File: config.mk
export PLATFORM = sky130hd
export DESIGN_NAME = eio_timer_responder
export DESIGN_NICKNAME = d
export VERILOG_FILES = /design/src/rtl/eio_timer_responder_pkg.sv /design/src/rtl/eio_timer_responder_timer.sv /design/src/rtl/eio_timer_responder.sv
export SDC_FILE = /design/constraint.sdc
export NUM_CORES = 1
export LEC_CHECK = 0
export ABC_AREA = 1
export CORE_MARGIN = 4
export CORE_UTILIZATION = 40
export DETAILED_ROUTE_END_ITERATION = 8
export GPL_ROUTABILITY_DRIVEN = 0
export SLEW_MARGIN = 0
export SYNTH_ARGS = -nofsm -noshare
export SYNTH_HDL_FRONTEND = slang
export SYNTH_SLANG_ARGS = --single-unit
File: constraint.sdc
create_clock -name clk_in -period 2.45 [get_ports clk_in]
set_input_delay 0.735 -clock clk_in [delete_from_list [all_inputs] [get_ports clk_in]]
set_output_delay 0.735 -clock clk_in [all_outputs]
set_load 0.05 [all_outputs]
File: src/rtl/eio_timer_responder_pkg.sv
// ---------------------------------------------------------------------------
// eio_timer_responder_pkg
// Shared definitions for the EIO timer responder:
//   - word indices of the eight registers in the EIO window
//   - bit positions inside the CTRL register
//   - handshake FSM state type
//   - byte-enable and lane-merge helpers used by every register write
// ---------------------------------------------------------------------------
package eio_timer_responder_pkg;

    // Word index (addr[4:2]) of each register in the window
    localparam logic [2:0] EIO_SCR0  = 3'd0;
    localparam logic [2:0] EIO_SCR1  = 3'd1;
    localparam logic [2:0] EIO_SCR2  = 3'd2;
    localparam logic [2:0] EIO_SCR3  = 3'd3;
    localparam logic [2:0] EIO_SCR4  = 3'd4;
    localparam logic [2:0] EIO_CTRL  = 3'd5;
    localparam logic [2:0] EIO_COUNT = 3'd6;
    localparam logic [2:0] EIO_CMP   = 3'd7;

    // CTRL register bit positions
    localparam int CTRL_EN_BIT   = 0;
    localparam int CTRL_IE_BIT   = 1;
    localparam int CTRL_PEND_BIT = 2;

    typedef enum logic [1:0] {
        EIO_IDLE,
        EIO_WAIT,
        EIO_ACK,
        EIO_GAP
    } eio_state_t;

    // Byte lanes touched by an access of the given size at addr[1:0].
    // Illegal size (3) enables nothing; alignment faults are caught elsewhere.
    function automatic logic [3:0] be_from_size(input logic [1:0] size,
                                                input logic [1:0] addr_lo);
        logic [3:0] be;
        case (size)
            2'd0:    be = 4'b0001 << addr_lo;
            2'd1:    be = addr_lo[1] ? 4'b1100 : 4'b0011;
            2'd2:    be = 4'b1111;
            default: be = 4'b0000;
        endcase
        return be;
    endfunction

    // Replace only the enabled byte lanes of old_word with those of new_word
    function automatic logic [31:0] merge_lanes(input logic [31:0] old_word,
                                                input logic [31:0] new_word,
                                                input logic [3:0]  be);
        logic [31:0] res;
        res = old_word;
        for (int i = 0; i < 4; i++) begin
            if (be[i]) begin
                res[i*8 +: 8] = new_word[i*8 +: 8];
            end
        end
        return res;
    endfunction

endpackage

File: src/rtl/eio_timer_responder_timer.sv
// ---------------------------------------------------------------------------
// eio_timer
// Timer block of the EIO responder: CTRL (en, ie, pend), COUNT and CMP.
// Ports:
//   clk_in, reset_in   clock, asynchronous active-low reset
//   wr_en_in           one-cycle register write strobe from the handshake FSM
//   wr_idx_in          word index of the write (only CTRL/COUNT/CMP act here)
//   wr_be_in           byte enables of the write
//   wr_data_in         lane-aligned write data
//   ctrl_out           CTRL read value {29'b0, pend, ie, en}
//   count_out, cmp_out COUNT and CMP read values
//   irq_out            registered pend & ie
// ---------------------------------------------------------------------------
module eio_timer
    import eio_timer_responder_pkg::*;
(
    input  logic        clk_in,
    input  logic        reset_in,
    input  logic        wr_en_in,
    input  logic [2:0]  wr_idx_in,
    input  logic [3:0]  wr_be_in,
    input  logic [31:0] wr_data_in,
    output logic [31:0] ctrl_out,
    output logic [31:0] count_out,
    output logic [31:0] cmp_out,
    output logic        irq_out
);

    logic        en_q, en_d;
    logic        ie_q, ie_d;
    logic        pend_q, pend_d;
    logic        irq_q, irq_d;
    logic [31:0] count_q, count_d;
    logic [31:0] cmp_q, cmp_d;

    // Bus writes override the free-running increment of COUNT in the same
    // cycle. pend is evaluated last so a compare hit beats a W1C clear.
    always_comb begin
        en_d    = en_q;
        ie_d    = ie_q;
        pend_d  = pend_q;
        cmp_d   = cmp_q;
        count_d = en_q ? count_q + 32'd1 : count_q;

        if (wr_en_in) begin
            case (wr_idx_in)
                EIO_CTRL: begin
                    if (wr_be_in[0]) begin
                        en_d = wr_data_in[CTRL_EN_BIT];
                        ie_d = wr_data_in[CTRL_IE_BIT];
                        if (wr_data_in[CTRL_PEND_BIT]) begin
                            pend_d = 1'b0;
                        end
                    end
                end
                EIO_COUNT: count_d = merge_lanes(count_q, wr_data_in, wr_be_in);
                EIO_CMP:   cmp_d   = merge_lanes(cmp_q, wr_data_in, wr_be_in);
                default:   ;
            endcase
        end

        // Compare uses the pre-increment COUNT
        if (en_q && (count_q == cmp_q)) begin
            pend_d = 1'b1;
        end

        irq_d = pend_q & ie_q;
    end

    always_ff @(posedge clk_in or negedge reset_in) begin
        if (!reset_in) begin
            en_q    <= 1'b0;
            ie_q    <= 1'b0;
            pend_q  <= 1'b0;
            irq_q   <= 1'b0;
            count_q <= 32'h0;
            cmp_q   <= 32'h0;
        end else begin
            en_q    <= en_d;
            ie_q    <= ie_d;
            pend_q  <= pend_d;
            irq_q   <= irq_d;
            count_q <= count_d;
            cmp_q   <= cmp_d;
        end
    end

    assign ctrl_out  = {29'b0, pend_q, ie_q, en_q};
    assign count_out = count_q;
    assign cmp_out   = cmp_q;
    assign irq_out   = irq_q;

endmodule

File: src/rtl/eio_timer_responder.sv
// ---------------------------------------------------------------------------
// eio_timer_responder
// Target end of the EIO request/acknowledge protocol. Decodes a word-aligned
// window of eight registers (SCRATCH0..4, CTRL, COUNT, CMP) and answers each
// request with a one-cycle ack (optionally flagged as a fault).
// Ports:
//   clk_in, reset_in  clock, asynchronous active-low reset
//   req_in            request, held with rd/wr/addr/size/data until ack
//   rd_in, wr_in      command (exactly one must be set)
//   addr_in, size_in  byte address and access size (0 byte, 1 half, 2 word)
//   wr_data_in        lane-aligned write data
//   ack_out           one-cycle completion pulse
//   ack_fault_out     access faulted (no state change)
//   ack_data_out      read word, 0 on write or fault
//   irq_out           timer interrupt, pend & ie, registered
// ---------------------------------------------------------------------------
module eio_timer_responder
    import eio_timer_responder_pkg::*;
#(
    parameter int unsigned     A_SZ        = 32,
    parameter logic [A_SZ-1:0] EIO_BASE    = 32'h0002_0000,
    parameter int unsigned     NUM_REGS    = 8,
    parameter int unsigned     WAIT_STATES = 1
) (
    input  logic            clk_in,
    input  logic            reset_in,
    input  logic            req_in,
    input  logic            rd_in,
    input  logic            wr_in,
    input  logic [A_SZ-1:0] addr_in,
    input  logic [1:0]      size_in,
    input  logic [31:0]     wr_data_in,
    output logic            ack_out,
    output logic            ack_fault_out,
    output logic [31:0]     ack_data_out,
    output logic            irq_out
);

    // The window is aligned to its own size, so an upper-bit match is the
    // same as the [base, base+size) range check.
    localparam int unsigned WIN_LSB   = 2 + $clog2(NUM_REGS);
    localparam logic [3:0]  WCNT_INIT = (WAIT_STATES == 0) ? 4'd0 : 4'(WAIT_STATES - 1);

    eio_state_t  state_q, state_d;
    logic [3:0]  wcnt_q, wcnt_d;
    logic [2:0]  idx_q, idx_d;
    logic [3:0]  be_q, be_d;
    logic [31:0] wdata_q, wdata_d;
    logic        wr_q, wr_d;
    logic        rd_q, rd_d;
    logic        fault_q, fault_d;
    logic        ack_q, ack_d;
    logic        ack_fault_q, ack_fault_d;
    logic [31:0] ack_data_q, ack_data_d;
    logic [31:0] scratch_q [5];
    logic [31:0] scratch_d [5];

    logic        cmd_fault;
    logic [2:0]  sel_idx;
    logic [31:0] rd_word;
    logic        wr_commit;
    logic [31:0] ctrl_word, count_word, cmp_word;

    // Fault decode on the live request fields (used when accepting in IDLE)
    always_comb begin
        cmd_fault = 1'b0;
        if (addr_in[A_SZ-1:WIN_LSB] != EIO_BASE[A_SZ-1:WIN_LSB]) cmd_fault = 1'b1;
        if (rd_in == wr_in)                                     cmd_fault = 1'b1;
        if (size_in == 2'd3)                                    cmd_fault = 1'b1;
        if ((size_in == 2'd1) && addr_in[0])                    cmd_fault = 1'b1;
        if ((size_in == 2'd2) && (addr_in[1:0] != 2'b00))       cmd_fault = 1'b1;
    end

    // With zero wait states the read word is needed while still in IDLE,
    // before the index has been latched.
    assign sel_idx = (state_q == EIO_IDLE) ? addr_in[4:2] : idx_q;

    always_comb begin
        rd_word = 32'h0;
        case (sel_idx)
            EIO_SCR0:  rd_word = scratch_q[0];
            EIO_SCR1:  rd_word = scratch_q[1];
            EIO_SCR2:  rd_word = scratch_q[2];
            EIO_SCR3:  rd_word = scratch_q[3];
            EIO_SCR4:  rd_word = scratch_q[4];
            EIO_CTRL:  rd_word = ctrl_word;
            EIO_COUNT: rd_word = count_word;
            EIO_CMP:   rd_word = cmp_word;
            default:   rd_word = 32'h0;
        endcase
    end

    // Handshake FSM. The ack/fault/data registers are loaded on the edge that
    // enters ACK, so they are high for exactly the ACK cycle.
    always_comb begin
        state_d     = state_q;
        wcnt_d      = wcnt_q;
        idx_d       = idx_q;
        be_d        = be_q;
        wdata_d     = wdata_q;
        wr_d        = wr_q;
        rd_d        = rd_q;
        fault_d     = fault_q;
        ack_d       = 1'b0;
        ack_fault_d = 1'b0;
        ack_data_d  = 32'h0;

        case (state_q)
            EIO_IDLE: begin
                if (req_in) begin
                    idx_d   = addr_in[4:2];
                    be_d    = be_from_size(size_in, addr_in[1:0]);
                    wdata_d = wr_data_in;
                    wr_d    = wr_in;
                    rd_d    = rd_in;
                    fault_d = cmd_fault;
                    if (WAIT_STATES == 0) begin
                        state_d     = EIO_ACK;
                        ack_d       = 1'b1;
                        ack_fault_d = cmd_fault;
                        ack_data_d  = (cmd_fault || !rd_in) ? 32'h0 : rd_word;
                    end else begin
                        state_d = EIO_WAIT;
                        wcnt_d  = WCNT_INIT;
                    end
                end
            end
            EIO_WAIT: begin
                if (wcnt_q == 4'd0) begin
                    state_d     = EIO_ACK;
                    ack_d       = 1'b1;
                    ack_fault_d = fault_q;
                    ack_data_d  = (fault_q || !rd_q) ? 32'h0 : rd_word;
                end else begin
                    wcnt_d = wcnt_q - 4'd1;
                end
            end
            EIO_ACK: state_d = EIO_GAP;
            EIO_GAP: state_d = EIO_IDLE;
            default: state_d = EIO_IDLE;
        endcase
    end

    always_ff @(posedge clk_in or negedge reset_in) begin
        if (!reset_in) begin
            state_q     <= EIO_IDLE;
            wcnt_q      <= 4'd0;
            idx_q       <= 3'd0;
            be_q        <= 4'd0;
            wdata_q     <= 32'h0;
            wr_q        <= 1'b0;
            rd_q        <= 1'b0;
            fault_q     <= 1'b0;
            ack_q       <= 1'b0;
            ack_fault_q <= 1'b0;
            ack_data_q  <= 32'h0;
        end else begin
            state_q     <= state_d;
            wcnt_q      <= wcnt_d;
            idx_q       <= idx_d;
            be_q        <= be_d;
            wdata_q     <= wdata_d;
            wr_q        <= wr_d;
            rd_q        <= rd_d;
            fault_q     <= fault_d;
            ack_q       <= ack_d;
            ack_fault_q <= ack_fault_d;
            ack_data_q  <= ack_data_d;
        end
    end

    // Writes land on the edge that ends the ACK cycle
    assign wr_commit = (state_q == EIO_ACK) && wr_q && !fault_q;

    always_comb begin
        for (int i = 0; i < 5; i++) begin
            scratch_d[i] = scratch_q[i];
            if (wr_commit && (idx_q == 3'(i))) begin
                scratch_d[i] = merge_lanes(scratch_q[i], wdata_q, be_q);
            end
        end
    end

    always_ff @(posedge clk_in or negedge reset_in) begin
        if (!reset_in) begin
            for (int i = 0; i < 5; i++) begin
                scratch_q[i] <= 32'h0;
            end
        end else begin
            for (int i = 0; i < 5; i++) begin
                scratch_q[i] <= scratch_d[i];
            end
        end
    end

    eio_timer u_timer (
        .clk_in     (clk_in),
        .reset_in   (reset_in),
        .wr_en_in   (wr_commit),
        .wr_idx_in  (idx_q),
        .wr_be_in   (be_q),
        .wr_data_in (wdata_q),
        .ctrl_out   (ctrl_word),
        .count_out  (count_word),
        .cmp_out    (cmp_word),
        .irq_out    (irq_out)
    );

    assign ack_out       = ack_q;
    assign ack_fault_out = ack_fault_q;
    assign ack_data_out  = ack_data_q;

endmodule

==> results.json <==
{
  "layout_common_cells": "nand2_1, o21ai_0, dfrtp_1",
  "clkTransAtPathRegs_ns": 0.06,
  "critPathArrivalTime_ns": 1.68,
  "synthDistinctLibCells": 40,
  "synth-adder-area-share_pct": 0.5881,
  "max-slew-margin-rel_pct": 57.87,
  "synthSimpleGateAreaFrac_pct": 25.22,
  "die_w_um": 201.0,
  "dr.pass1.iters": 5,
  "skew_ns": 0.01120,
  "cts_buffer_depth": 3,
  "routed_wl_um": 47210,
  "ys_ff_latch": 310,
  "cpPeakStageDelay_ns": 0.81,
  "antenna_found_initial": 0,
  "worst_r2r_endpoint": "ack_data_out[27]$_DFF_PN0_",
  "crit_end": "ack_data_out[12]",
  "r2r_start": "state_q[0]$_DFFE_PN0P_",
  "critPathMaxFanout": 1,
  "drtAntennaViolNets": 0,
  "path_buf_inv": 1,
  "clock.fmax_mhz": 413.9,
  "die_h_um": 201.0,
  "viasPerCell": 5.303,
  "power_density_mw_per_mm2": 965.1,
  "numCtsBuffers": 36,
  "period_share_pct": 98.61,
  "synthToLayoutAreaGrowth_pct": 23.62,
  "synth_edf_count": 0,
  "grt_usage_pct": 23.12,
  "layout_commonest_cell": "nand2_1",
  "vdd_drop_max_mv": 0.6085,
  "antennaDiodeCount": 0,
  "ctsRootBufferMaster": "clkbuf_16",
  "path_class": "flop to output port",
  "maxSlewViolCount": 0,
  "avgSynthCellArea_um2": 7.851,
  "remaining_drc_errors": 0,
  "hold_viol": 0,
  "cp.depth": 1,
  "synth_xor_area_share_pct": 1.353,
  "synth-seq-area-share_pct": 52.09,
  "fp.coreArea_mm2": 0.03670,
  "ff2ff_path_depth": 12,
  "leakage_nw": 8.362,
  "ys.flop_type": "dfrtp_1",
  "grt_max_degree": 58,
  "overflow": 0,
  "status": "finished clean",
  "port-buffer-count": 105,
  "crit_family": "buffers and inverters",
  "worstMarginPinSlew_ns": 0.6285,
  "synthArstFlopShare_pct": 100.0,
  "grt_pass1_vias": 13190,
  "nNetsFinal": 2132,
  "crit_start": "ack_data_out[12]$_DFF_PN0_",
  "h-tree-depth": 2,
  "holdCritPathClass": "input port to asynchronous set/reset pin",
  "wire_per_inst_um": 18.54,
  "r2r_slack_ns": 0.28,
  "insertion_delay_ns": 0.52,
  "setup_viol": 0,
  "min_period_ns": 2.416,
  "dp_cells": 2484,
  "drive_above_1_share_pct": 8.610,
  "start_util_pct": 40.58,
  "via_count": 13510,
  "cts_tree": "yes",
  "synthMuxAreaShare_pct": 0,
  "startpoint_type": "flop",
  "grt_pass1_wl_um": 75020,
  "yosys_warnings": 0,
  "required_ns": 1.71,
  "dp_hpwl_um": 33820,
  "fill_cells": 3536,
  "critical_path.cell_chain": "clkdlybuf4s50_1",
  "synth_compound_area_share_pct": 14.52,
  "synthCells": 1897,
  "rows": 70,
  "io_pins": 106,
  "cts.sinks": 310,
  "hold_ws_ns": 0.1636,
  "dp_slack_ns": -0.1500,
  "cpMaxStageDelayCell": "clkdlybuf4s50_1",
  "synth_top_family_by_area": "simple AND/OR/NAND/NOR gates",
  "fin_cells": 2547,
  "syn_area_mm2": 0.01489,
  "setup_ws_ns": 0.03398,
  "setup.worst_path.end_class": "output port",
  "dieArea_mm2": 0.04038,
  "syn-num-nets": 1975,
  "rsz0062_at_grt": "false",
  "maxCapViolations": 0,
  "drt_iter0_markers": 1167
}
-- where the power goes --
part           leakage [nW]  switching (mW)  internal [mW]
Combinational          3.50            3.92           1.86
Clock                 0.622            2.15           3.57
Sequential             4.24           0.479           5.79
-- cell type report --
| class | count | area [um2] | share of cell area (%) |
|---|---|---|---|
| Tap cell | 468 | 585.6 | 3.181 |
| Timing Repair Buffer | 198 | 2018 | 10.96 |
| Inverter | 152 | 571.8 | 3.106 |
| Clock inverter | 14 | 224.0 | 1.217 |
| Multi-Input combinational cell | 1356 | 6222 | 33.80 |
| Clock buffer | 49 | 1031 | 5.600 |
| Sequential cell | 310 | 7757 | 42.14 |
-- worst min-delay path by stage --
stage	startpoint	endpoint	slack (ns)
after floorplan	reset_in	ack_data_out[0]$_DFF_PN0_	0.44
after global placement	scratch_q[17]$_DFFE_PN0P_	scratch_q[17]$_DFFE_PN0P_	0.46
after detailed placement	rd_q$_DFFE_PN0P_	rd_q$_DFFE_PN0P_	0.47
after CTS	reset_in	wdata_q[0]$_DFFE_PN0P_	0.18
after global routing	reset_in	wdata_q[0]$_DFFE_PN0P_	0.20
final	reset_in	wdata_q[0]$_DFFE_PN0P_	0.16
-- flip-flops by register name, summed over array words and instances, names as in the netlist --
signal	cells
wcnt_q	4
fault_q	1
ack_out	1
scratch_q	160
wr_q	1
u_timer.irq_out	1
rd_q	1
be_q	4
u_timer.pend_q	1
u_timer.cmp_out	32
ack_fault_out	1
wdata_q	32
idx_q	3
u_timer.count_out	32
ack_data_out	32
u_timer.en_q	1
state_q	2
u_timer.ie_q	1
-- cells in the mapped netlist, drive strengths merged, types with 3 or more instances --
library cell,instances,area (um2)
nand2,587,2208
o21ai,365,1861
dfrtp,310,7757
nor2,167,631.9
inv,151,566.8
nand3,101,553.0
clkbuf,52,196.4
nand4,35,219.0
a21oi,32,160.2
buf,27,160.2
xnor2,12,105.1
xor2,11,96.34
nor3,9,71.32
o211ai,9,67.56
ha,7,87.58
nor4,4,25.02
o22ai,4,25.02
or2,3,18.77
-- cells by family after synthesis --
kind of cell	after synthesis
AO/OA/AOI/OAI	416
XOR/XNOR	23
adder cells (fa/ha/maj)	7
AND/OR/NAND/NOR	910
buffers and inverters	231
flip-flops	310
-- through the flow --
stage	utilization, %	power, mW	setup TNS (ns)	area [um2]
3_5_place_dp	46.71	12.03	-1.118	17140
6_report	50.17	17.77	0	18410
5_1_grt	50.17	18.62	0	18410
3_3_place_gp	46.71	11.91	-0.4294	17140
4_1_cts	50.10	17.76	0	18390
2_1_floorplan	-	9.262	0	14890
-- what timing repair did --
item	CTS	global route
hold buffers	0	0
buffers inserted	0	0
endpoints found under the setup margin	9	37
gates resized for setup	9	7
-- metal layers --
layer / wire length (um) / GRT usage [%] / up-vias
li1: - / - / 6482
met2: 21860 / 37.09 / 437
met1: 21110 / 32.61 / 6503
met3: 2879 / 3.603 / 86
met4: 1357 / 7.006 / 0
met5: 0 / 0 / -
(Power assumes the default switching activity.)
